## src/rtl/memory_arbiter_if.sv

```systemverilog
// Client and memory-manager signal bundle for memory_arbiter.
// slave is the arbiter's view; master is the view of whatever drives the clients and manager.
interface memory_arbiter_if;
    logic       c0Request;
    logic       c0Write;
    logic [8:0] c0XCoord;
    logic [7:0] c0YCoord;
    logic [7:0] c0WriteData;
    logic       c0Done;
    logic       c0Error;
    logic [7:0] c0ReadData;
    logic       c1Request;
    logic       c1Write;
    logic [8:0] c1XCoord;
    logic [7:0] c1YCoord;
    logic [7:0] c1WriteData;
    logic       c1Done;
    logic       c1Error;
    logic [7:0] c1ReadData;
    logic [8:0] memoryXCoord;
    logic [7:0] memoryYCoord;
    logic       memoryReadRequest;
    logic       memoryWriteRequest;
    logic [7:0] memoryWriteData;
    logic [7:0] memoryReadData;
    logic       memoryReadComplete;
    logic       memoryWriteComplete;
    logic       busy;
    logic       grantOwner;

    modport slave (
        input  c0Request, c0Write, c0XCoord, c0YCoord, c0WriteData,
        input  c1Request, c1Write, c1XCoord, c1YCoord, c1WriteData,
        input  memoryReadData, memoryReadComplete, memoryWriteComplete,
        output c0Done, c0Error, c0ReadData, c1Done, c1Error, c1ReadData,
        output memoryXCoord, memoryYCoord, memoryReadRequest, memoryWriteRequest,
        output memoryWriteData, busy, grantOwner
    );

    modport master (
        output c0Request, c0Write, c0XCoord, c0YCoord, c0WriteData,
        output c1Request, c1Write, c1XCoord, c1YCoord, c1WriteData,
        output memoryReadData, memoryReadComplete, memoryWriteComplete,
        input  c0Done, c0Error, c0ReadData, c1Done, c1Error, c1ReadData,
        input  memoryXCoord, memoryYCoord, memoryReadRequest, memoryWriteRequest,
        input  memoryWriteData, busy, grantOwner
    );
endinterface

```

## src/rtl/memory_arbiter.sv

```systemverilog
// Round-robin arbiter sharing the frame-buffer manager port between two clients,
// with a watchdog that aborts transactions whose completion pulse never arrives.
module memory_arbiter #(
    parameter int unsigned TIMEOUT_CYCLES = 15
) (
    input logic clock,
    input logic reset,
    memory_arbiter_if.slave bus
);
    typedef enum logic [1:0] {
        IDLE = 2'd0,
        BUSY = 2'd1,
        DONE = 2'd2
    } state_t;

    state_t     state;
    logic       lastGrant;
    logic       isWrite;
    logic [7:0] timeoutCount;
    logic       anyRequest;
    logic       winner;
    logic       matchComplete;
    logic       timeoutHit;

    // Winner selection and decode of the completion pulse that matches the current operation
    always_comb begin
        anyRequest    = bus.c0Request | bus.c1Request;
        winner        = 1'b0;
        matchComplete = 1'b0;
        timeoutHit    = (timeoutCount == 8'(TIMEOUT_CYCLES - 1));
        if (bus.c0Request && bus.c1Request) begin
            winner = ~lastGrant;
        end else if (bus.c1Request) begin
            winner = 1'b1;
        end else begin
            winner = 1'b0;
        end
        if (isWrite) begin
            matchComplete = bus.memoryWriteComplete;
        end else begin
            matchComplete = bus.memoryReadComplete;
        end
    end

    // Arbitration FSM; every output is a register so the manager and clients see glitch-free lines
    always_ff @(posedge clock or posedge reset) begin
        if (reset) begin
            state                  <= IDLE;
            lastGrant              <= 1'b1;
            isWrite                <= 1'b0;
            timeoutCount           <= 8'd0;
            bus.grantOwner         <= 1'b0;
            bus.busy               <= 1'b0;
            bus.memoryReadRequest  <= 1'b0;
            bus.memoryWriteRequest <= 1'b0;
            bus.memoryXCoord       <= 9'd0;
            bus.memoryYCoord       <= 8'd0;
            bus.memoryWriteData    <= 8'd0;
            bus.c0Done             <= 1'b0;
            bus.c1Done             <= 1'b0;
            bus.c0Error            <= 1'b0;
            bus.c1Error            <= 1'b0;
            bus.c0ReadData         <= 8'd0;
            bus.c1ReadData         <= 8'd0;
        end else begin
            case (state)
                IDLE: begin
                    if (anyRequest) begin
                        lastGrant      <= winner;
                        bus.grantOwner <= winner;
                        bus.busy       <= 1'b1;
                        timeoutCount   <= 8'd0;
                        state          <= BUSY;
                        if (winner) begin
                            isWrite                <= bus.c1Write;
                            bus.memoryWriteRequest <= bus.c1Write;
                            bus.memoryReadRequest  <= ~bus.c1Write;
                            bus.memoryXCoord       <= bus.c1XCoord;
                            bus.memoryYCoord       <= bus.c1YCoord;
                            bus.memoryWriteData    <= bus.c1WriteData;
                        end else begin
                            isWrite                <= bus.c0Write;
                            bus.memoryWriteRequest <= bus.c0Write;
                            bus.memoryReadRequest  <= ~bus.c0Write;
                            bus.memoryXCoord       <= bus.c0XCoord;
                            bus.memoryYCoord       <= bus.c0YCoord;
                            bus.memoryWriteData    <= bus.c0WriteData;
                        end
                    end
                end
                BUSY: begin
                    // A real completion wins over a watchdog expiry landing on the same edge
                    if (matchComplete || timeoutHit) begin
                        bus.memoryReadRequest  <= 1'b0;
                        bus.memoryWriteRequest <= 1'b0;
                        state                  <= DONE;
                        if (bus.grantOwner) begin
                            bus.c1Done  <= 1'b1;
                            bus.c1Error <= ~matchComplete;
                            if (!isWrite) begin
                                bus.c1ReadData <= matchComplete ? bus.memoryReadData : 8'd0;
                            end
                        end else begin
                            bus.c0Done  <= 1'b1;
                            bus.c0Error <= ~matchComplete;
                            if (!isWrite) begin
                                bus.c0ReadData <= matchComplete ? bus.memoryReadData : 8'd0;
                            end
                        end
                    end else begin
                        timeoutCount <= timeoutCount + 8'd1;
                    end
                end
                DONE: begin
                    bus.c0Done  <= 1'b0;
                    bus.c1Done  <= 1'b0;
                    bus.c0Error <= 1'b0;
                    bus.c1Error <= 1'b0;
                    bus.busy    <= 1'b0;
                    state       <= IDLE;
                end
                default: begin
                    bus.memoryReadRequest  <= 1'b0;
                    bus.memoryWriteRequest <= 1'b0;
                    bus.c0Done             <= 1'b0;
                    bus.c1Done             <= 1'b0;
                    bus.busy               <= 1'b0;
                    state                  <= IDLE;
                end
            endcase
        end
    end
endmodule

```

## src/flat_wrapper.sv

```systemverilog
// flat-port wrapper written by rule: the top's interface ports become plain ports
module memory_arbiter_flat 
#(
    parameter int unsigned TIMEOUT_CYCLES = 15
)
  (clock, reset, bus_c0Request, bus_c0Write, bus_c0XCoord, bus_c0YCoord, bus_c0WriteData, bus_c1Request, bus_c1Write, bus_c1XCoord, bus_c1YCoord, bus_c1WriteData, bus_memoryReadData, bus_memoryReadComplete, bus_memoryWriteComplete, bus_c0Done, bus_c0Error, bus_c0ReadData, bus_c1Done, bus_c1Error, bus_c1ReadData, bus_memoryXCoord, bus_memoryYCoord, bus_memoryReadRequest, bus_memoryWriteRequest, bus_memoryWriteData, bus_busy, bus_grantOwner);
  memory_arbiter_if bus_i ();
  input logic clock;
  input logic reset;
  input wire logic [$bits(bus_i.c0Request)-1:0] bus_c0Request;
  input wire logic [$bits(bus_i.c0Write)-1:0] bus_c0Write;
  input wire logic [$bits(bus_i.c0XCoord)-1:0] bus_c0XCoord;
  input wire logic [$bits(bus_i.c0YCoord)-1:0] bus_c0YCoord;
  input wire logic [$bits(bus_i.c0WriteData)-1:0] bus_c0WriteData;
  input wire logic [$bits(bus_i.c1Request)-1:0] bus_c1Request;
  input wire logic [$bits(bus_i.c1Write)-1:0] bus_c1Write;
  input wire logic [$bits(bus_i.c1XCoord)-1:0] bus_c1XCoord;
  input wire logic [$bits(bus_i.c1YCoord)-1:0] bus_c1YCoord;
  input wire logic [$bits(bus_i.c1WriteData)-1:0] bus_c1WriteData;
  input wire logic [$bits(bus_i.memoryReadData)-1:0] bus_memoryReadData;
  input wire logic [$bits(bus_i.memoryReadComplete)-1:0] bus_memoryReadComplete;
  input wire logic [$bits(bus_i.memoryWriteComplete)-1:0] bus_memoryWriteComplete;
  output wire logic [$bits(bus_i.c0Done)-1:0] bus_c0Done;
  output wire logic [$bits(bus_i.c0Error)-1:0] bus_c0Error;
  output wire logic [$bits(bus_i.c0ReadData)-1:0] bus_c0ReadData;
  output wire logic [$bits(bus_i.c1Done)-1:0] bus_c1Done;
  output wire logic [$bits(bus_i.c1Error)-1:0] bus_c1Error;
  output wire logic [$bits(bus_i.c1ReadData)-1:0] bus_c1ReadData;
  output wire logic [$bits(bus_i.memoryXCoord)-1:0] bus_memoryXCoord;
  output wire logic [$bits(bus_i.memoryYCoord)-1:0] bus_memoryYCoord;
  output wire logic [$bits(bus_i.memoryReadRequest)-1:0] bus_memoryReadRequest;
  output wire logic [$bits(bus_i.memoryWriteRequest)-1:0] bus_memoryWriteRequest;
  output wire logic [$bits(bus_i.memoryWriteData)-1:0] bus_memoryWriteData;
  output wire logic [$bits(bus_i.busy)-1:0] bus_busy;
  output wire logic [$bits(bus_i.grantOwner)-1:0] bus_grantOwner;
  assign bus_i.c0Request = bus_c0Request;
  assign bus_i.c0Write = bus_c0Write;
  assign bus_i.c0XCoord = bus_c0XCoord;
  assign bus_i.c0YCoord = bus_c0YCoord;
  assign bus_i.c0WriteData = bus_c0WriteData;
  assign bus_i.c1Request = bus_c1Request;
  assign bus_i.c1Write = bus_c1Write;
  assign bus_i.c1XCoord = bus_c1XCoord;
  assign bus_i.c1YCoord = bus_c1YCoord;
  assign bus_i.c1WriteData = bus_c1WriteData;
  assign bus_i.memoryReadData = bus_memoryReadData;
  assign bus_i.memoryReadComplete = bus_memoryReadComplete;
  assign bus_i.memoryWriteComplete = bus_memoryWriteComplete;
  assign bus_c0Done = bus_i.c0Done;
  assign bus_c0Error = bus_i.c0Error;
  assign bus_c0ReadData = bus_i.c0ReadData;
  assign bus_c1Done = bus_i.c1Done;
  assign bus_c1Error = bus_i.c1Error;
  assign bus_c1ReadData = bus_i.c1ReadData;
  assign bus_memoryXCoord = bus_i.memoryXCoord;
  assign bus_memoryYCoord = bus_i.memoryYCoord;
  assign bus_memoryReadRequest = bus_i.memoryReadRequest;
  assign bus_memoryWriteRequest = bus_i.memoryWriteRequest;
  assign bus_memoryWriteData = bus_i.memoryWriteData;
  assign bus_busy = bus_i.busy;
  assign bus_grantOwner = bus_i.grantOwner;
  memory_arbiter #(.TIMEOUT_CYCLES(TIMEOUT_CYCLES)) u_core (.clock(clock), .reset(reset), .bus(bus_i));
endmodule
```

## config.mk

```make
export PLATFORM = sky130hd
export DESIGN_NAME = memory_arbiter_flat
export DESIGN_NICKNAME = d
export VERILOG_FILES = /design/src/rtl/memory_arbiter_if.sv /design/src/rtl/memory_arbiter.sv /design/src/flat_wrapper.sv
export SDC_FILE = /design/constraint.sdc
export NUM_CORES = 1
export LEC_CHECK = 0
export BUFFER_PORTS_ARGS = -buffer_cell sky130_fd_sc_hd__buf_2
export CORE_MARGIN = 8
export CORE_UTILIZATION = 48
export DETAILED_ROUTE_END_ITERATION = 8
export HOLD_SLACK_MARGIN = 0.05
export PLACE_DENSITY = 0.79
export SLEW_MARGIN = 5
export SYNTH_ARGS = -nofsm -noshare
export SYNTH_HDL_FRONTEND = slang
export SYNTH_SLANG_ARGS = --single-unit
```

## constraint.sdc

```tcl
create_clock -name clock -period 2.5 [get_ports clock]
set_input_delay 0.125 -clock clock [delete_from_list [all_inputs] [get_ports clock]]
set_output_delay 0.125 -clock clock [all_outputs]
set_load 0.02 [all_outputs]
```

==> impl_results.md <==
* Initial drt markers at 112
* FP Rows at 28
* Period Utilization, post-route at 82.9%
* Post-synthesis adder-cell area fraction at 2.16%
* Post-synth EDFFs at 0
* Fin cells at 464
* DR vias at 2453
* Worst-path clk slew at 0.06 ns
* Worst skew pair latency at around 0.34 ns
* Final setup viols at 0
* Simple-gate share of the synthesized area at 13.9%
* Post-layout util at 64.9%
* Post-Synthesis Cell Area at 2890 um^2
* Die X-Extent at 93.6 um
* Total Nets Final at approximately 460
* All-Layer GR Usage at 17.6%
* DP HPWL at 5.81 mm
* Leak at 1.93 nW
* Synth Area in Compound Gates at 17.2%
* IO buf count at 114
* Number of remaining DRC errors at 0
* Longest Clk Path Bufs at 2
* Global-route wire length before repair at about 12 mm
* CTS Sinks at between 60 and 70
* ANT nets after route at 0
* Post-synth top flop: dfrtp_1
* Synth async-reset ratio at 100%
* Starting Density at 49.1%
* Via density at 5.29
* DP Worst Slack at 0.443 ns
* Remaining Overflow, GRT at 0
* Area growth syn-to-layout at 32.3%
* Setup TNS at 0 ns
* Power density over the cells at 1260 nW/um^2
* Worst-Margin Slew at slightly above 1 ns
* # diodes at 0
* Min Hold Slack at slightly below 0.07 ns
* Crit path required time at 2.73 ns
* Sequential fraction of the synthesis area at 52.9%
* CTS Buf Count at 9
* Status: complete, no violations
* Mapped Avg Cell Area at 11.0 um^2
* CP Launch Type: register
* Crit path DAT at 2.30 ns
* Filler cells at 465
* Peak supply drop at ~0.67 mV
* TritonRoute pass-1 iters at 4
* FF+latch count, synth at 61
* Root buffer cell: clkbuf_8
* Die area at 8760 um^2
* Crit Path Max Fanout at 16
* Mapped Nets at 333
* Slew HR at 32.2%
* Max-cap violations at 0
* Fmax at 483 MHz
* H-tree depth at 3
* Xor/xnor share of the synthesized area at 0.303%
* Crit path max-delay cell type: ha_1
* Ys Warns at 0
* Final Max Slew Viols at 0
* RSZ-0062 raised after global routing: no
* Final min period at 2.07 ns
* Initial antenna violation count at 0
* HP Class: in2reg
* Core box area at 5890 um^2
* IO Count at around 120
* CP Capture Type: register
* Mux share of post-synthesis cell area at 10.6%
* Crit-path max cell delay at approximately 0.52 ns
* Crit-path cells: inv_1, ha_1, nor2b_1, nand3_4, a22o_1
* Final setup skew at 0.00891 ns
* Yosys cell types at 45
* Largest family of logic cells by synthesized area: compound AO/OA/AOI/OAI gates
* Final worst slack at 0.428 ns
* Largest net degree at the start of global routing at 62
* Crit Path Category: reg2reg
* TritonCTS clock tree: built
* Syn Inst Count at roughly 260
* Detailed-route wire length at about 7.7 mm
* Final hold vios at 0
* Wire per inst at between 15 and 20 um
* Layout cell share with drive strength beyond 1 at 37.8%
* Cell Count Post-Placement at between 400 and 500
* Die H at 93.6 um
* GPL Wtd Cong at 0.824
* Vias in the first global route at 2464
[logic make-up after synthesis]
| group | after synthesis |
|---|---|
| XOR/XNOR | 1 |
| flip-flops | 61 |
| buffers and inverters | 19 |
| AO/OA/AOI/OAI | 70 |
| multiplexers | 30 |
| AND/OR/NAND/NOR | 76 |
| adder cells (fa/ha/maj) | 5 |
[state kept, by name, summed over array words and instances (netlist names)]
name,count
u_core.bus.memoryXCoord,9
u_core.bus.c0ReadData,8
u_core.bus.c1ReadData,8
u_core.bus.memoryWriteData,8
u_core.bus.memoryYCoord,8
u_core.timeoutCount,8
u_core.state,2
u_core.bus.busy,1
u_core.bus.c0Done,1
u_core.bus.c0Error,1
u_core.bus.c1Done,1
u_core.bus.c1Error,1
u_core.bus.grantOwner,1
u_core.bus.memoryReadRequest,1
u_core.bus.memoryWriteRequest,1
u_core.isWrite,1
u_core.lastGrant,1
[Yosys cell counts (2+ instances only)]
master | number | share of area, %
a211o_1 | 2 | 0.61
a21oi_1 | 4 | 0.69
a22o_1 | 11 | 3.3
a31oi_1 | 3 | 0.65
a32o_1 | 6 | 2.1
and3_1 | 3 | 0.65
buf_2 | 4 | 0.69
clkbuf_1 | 7 | 0.91
dfrtp_1 | 60 | 52
ha_1 | 5 | 2.2
inv_1 | 7 | 0.91
mux2i_1 | 28 | 9.7
nand2_1 | 37 | 4.8
nand2b_1 | 3 | 0.65
nand3_1 | 3 | 0.52
nand3_4 | 2 | 1.2
nand4_1 | 2 | 0.43
nor2_1 | 10 | 1.3
nor2b_1 | 2 | 0.43
nor3_1 | 2 | 0.35
nor3b_1 | 3 | 0.78
nor4_1 | 2 | 0.43
nor4b_1 | 2 | 0.61
o21ai_0 | 31 | 5.4
o22a_1 | 2 | 0.61
o2bb2ai_1 | 2 | 0.61
[worst paths after layout]
path	start	endpoint	slack (ns)	depth (start not counted)
worst max-delay path	u_core.state[1]	u_core.bus.c1ReadData[5]	0.43	5
worst min-delay path	bus_memoryReadData[2]	u_core.bus.c1ReadData[2]	0.07	2
worst max register to register	u_core.state[1]	u_core.bus.c1ReadData[5]	0.43	5
worst min register to register	u_core.bus.memoryXCoord[1]	u_core.bus.memoryXCoord[1]	0.47	2
max in group asynchronous	reset	u_core.bus.c0Error	1.46	4
min in group asynchronous	reset	u_core.bus.c0ReadData[6]	0.54	4
[through the flow]
step / instance area (um^2) / total power, mW
2_1_floorplan: 2890 / 3.13
3_3_place_gp: 3550 / 3.77
3_5_place_dp: 3550 / 3.88
4_1_cts: 3820 / 4.85
5_1_grt: 3820 / 5.13
6_report: 3820 / 4.80
[cell type report]
cell class	instances	area (um^2)	share of cell area (%)
clock inverters	5	75.1	1.96
clock buffers	10	138	3.60
flip-flops and latches	61	1530	40.0
inverters	7	26.3	0.687
well taps	75	93.8	2.45
multi-input cells	182	1300	34.0
repair buffers	124	661	17.3
[placed cells by master (no fill, tap or decap), types with 10 or more instances in the layout]
cell / synthesis / routed
a22o_1: 11 / 11
buf_2: 4 / 114
clkbuf_8: 0 / 10
dfrtp_1: 60 / 60
mux2i_1: 28 / 28
nand2_1: 37 / 37
nor2_1: 10 / 10
o21ai_0: 31 / 31
[where the power goes]
| group | total [mW] | internal [mW] | switching (mW) |
|---|---|---|---|
| Clock | 0.954 | 0.577 | 0.377 |
| Sequential | 1.68 | 1.41 | 0.266 |
| Combinational | 2.17 | 0.797 | 1.37 |
| Total | 4.80 | 2.79 | 2.01 |
[critical path: cells and delay by family (launching register included)]
kind            cells  cell delay, ns
compound gates      1            0.27
fa+ha+maj           1            0.52
buf+inv             1            0.09
flops               1            0.40
simple gates        2            0.67
[repair_timing]
item | CTS | global route
resized for setup | 0 | 0
setup buffers | 0 | 0
hold buffers | 6 | 0
endpoints found under the hold margin | 70 | 0
[per-layer routing]
| metal | vias to the layer above | global-route usage, % | wire (um) |
|---|---|---|---|
| met1 | 1168 | 20.7 | 3010 |
| met5 | - | 0 | 0 |
| li1 | 1202 | - | - |
| met4 | 0 | 8.98 | 114 |
| met3 | 10 | 4.09 | 501 |
| met2 | 73 | 29.5 | 4090 |
Power figures use the tool's default switching activity.
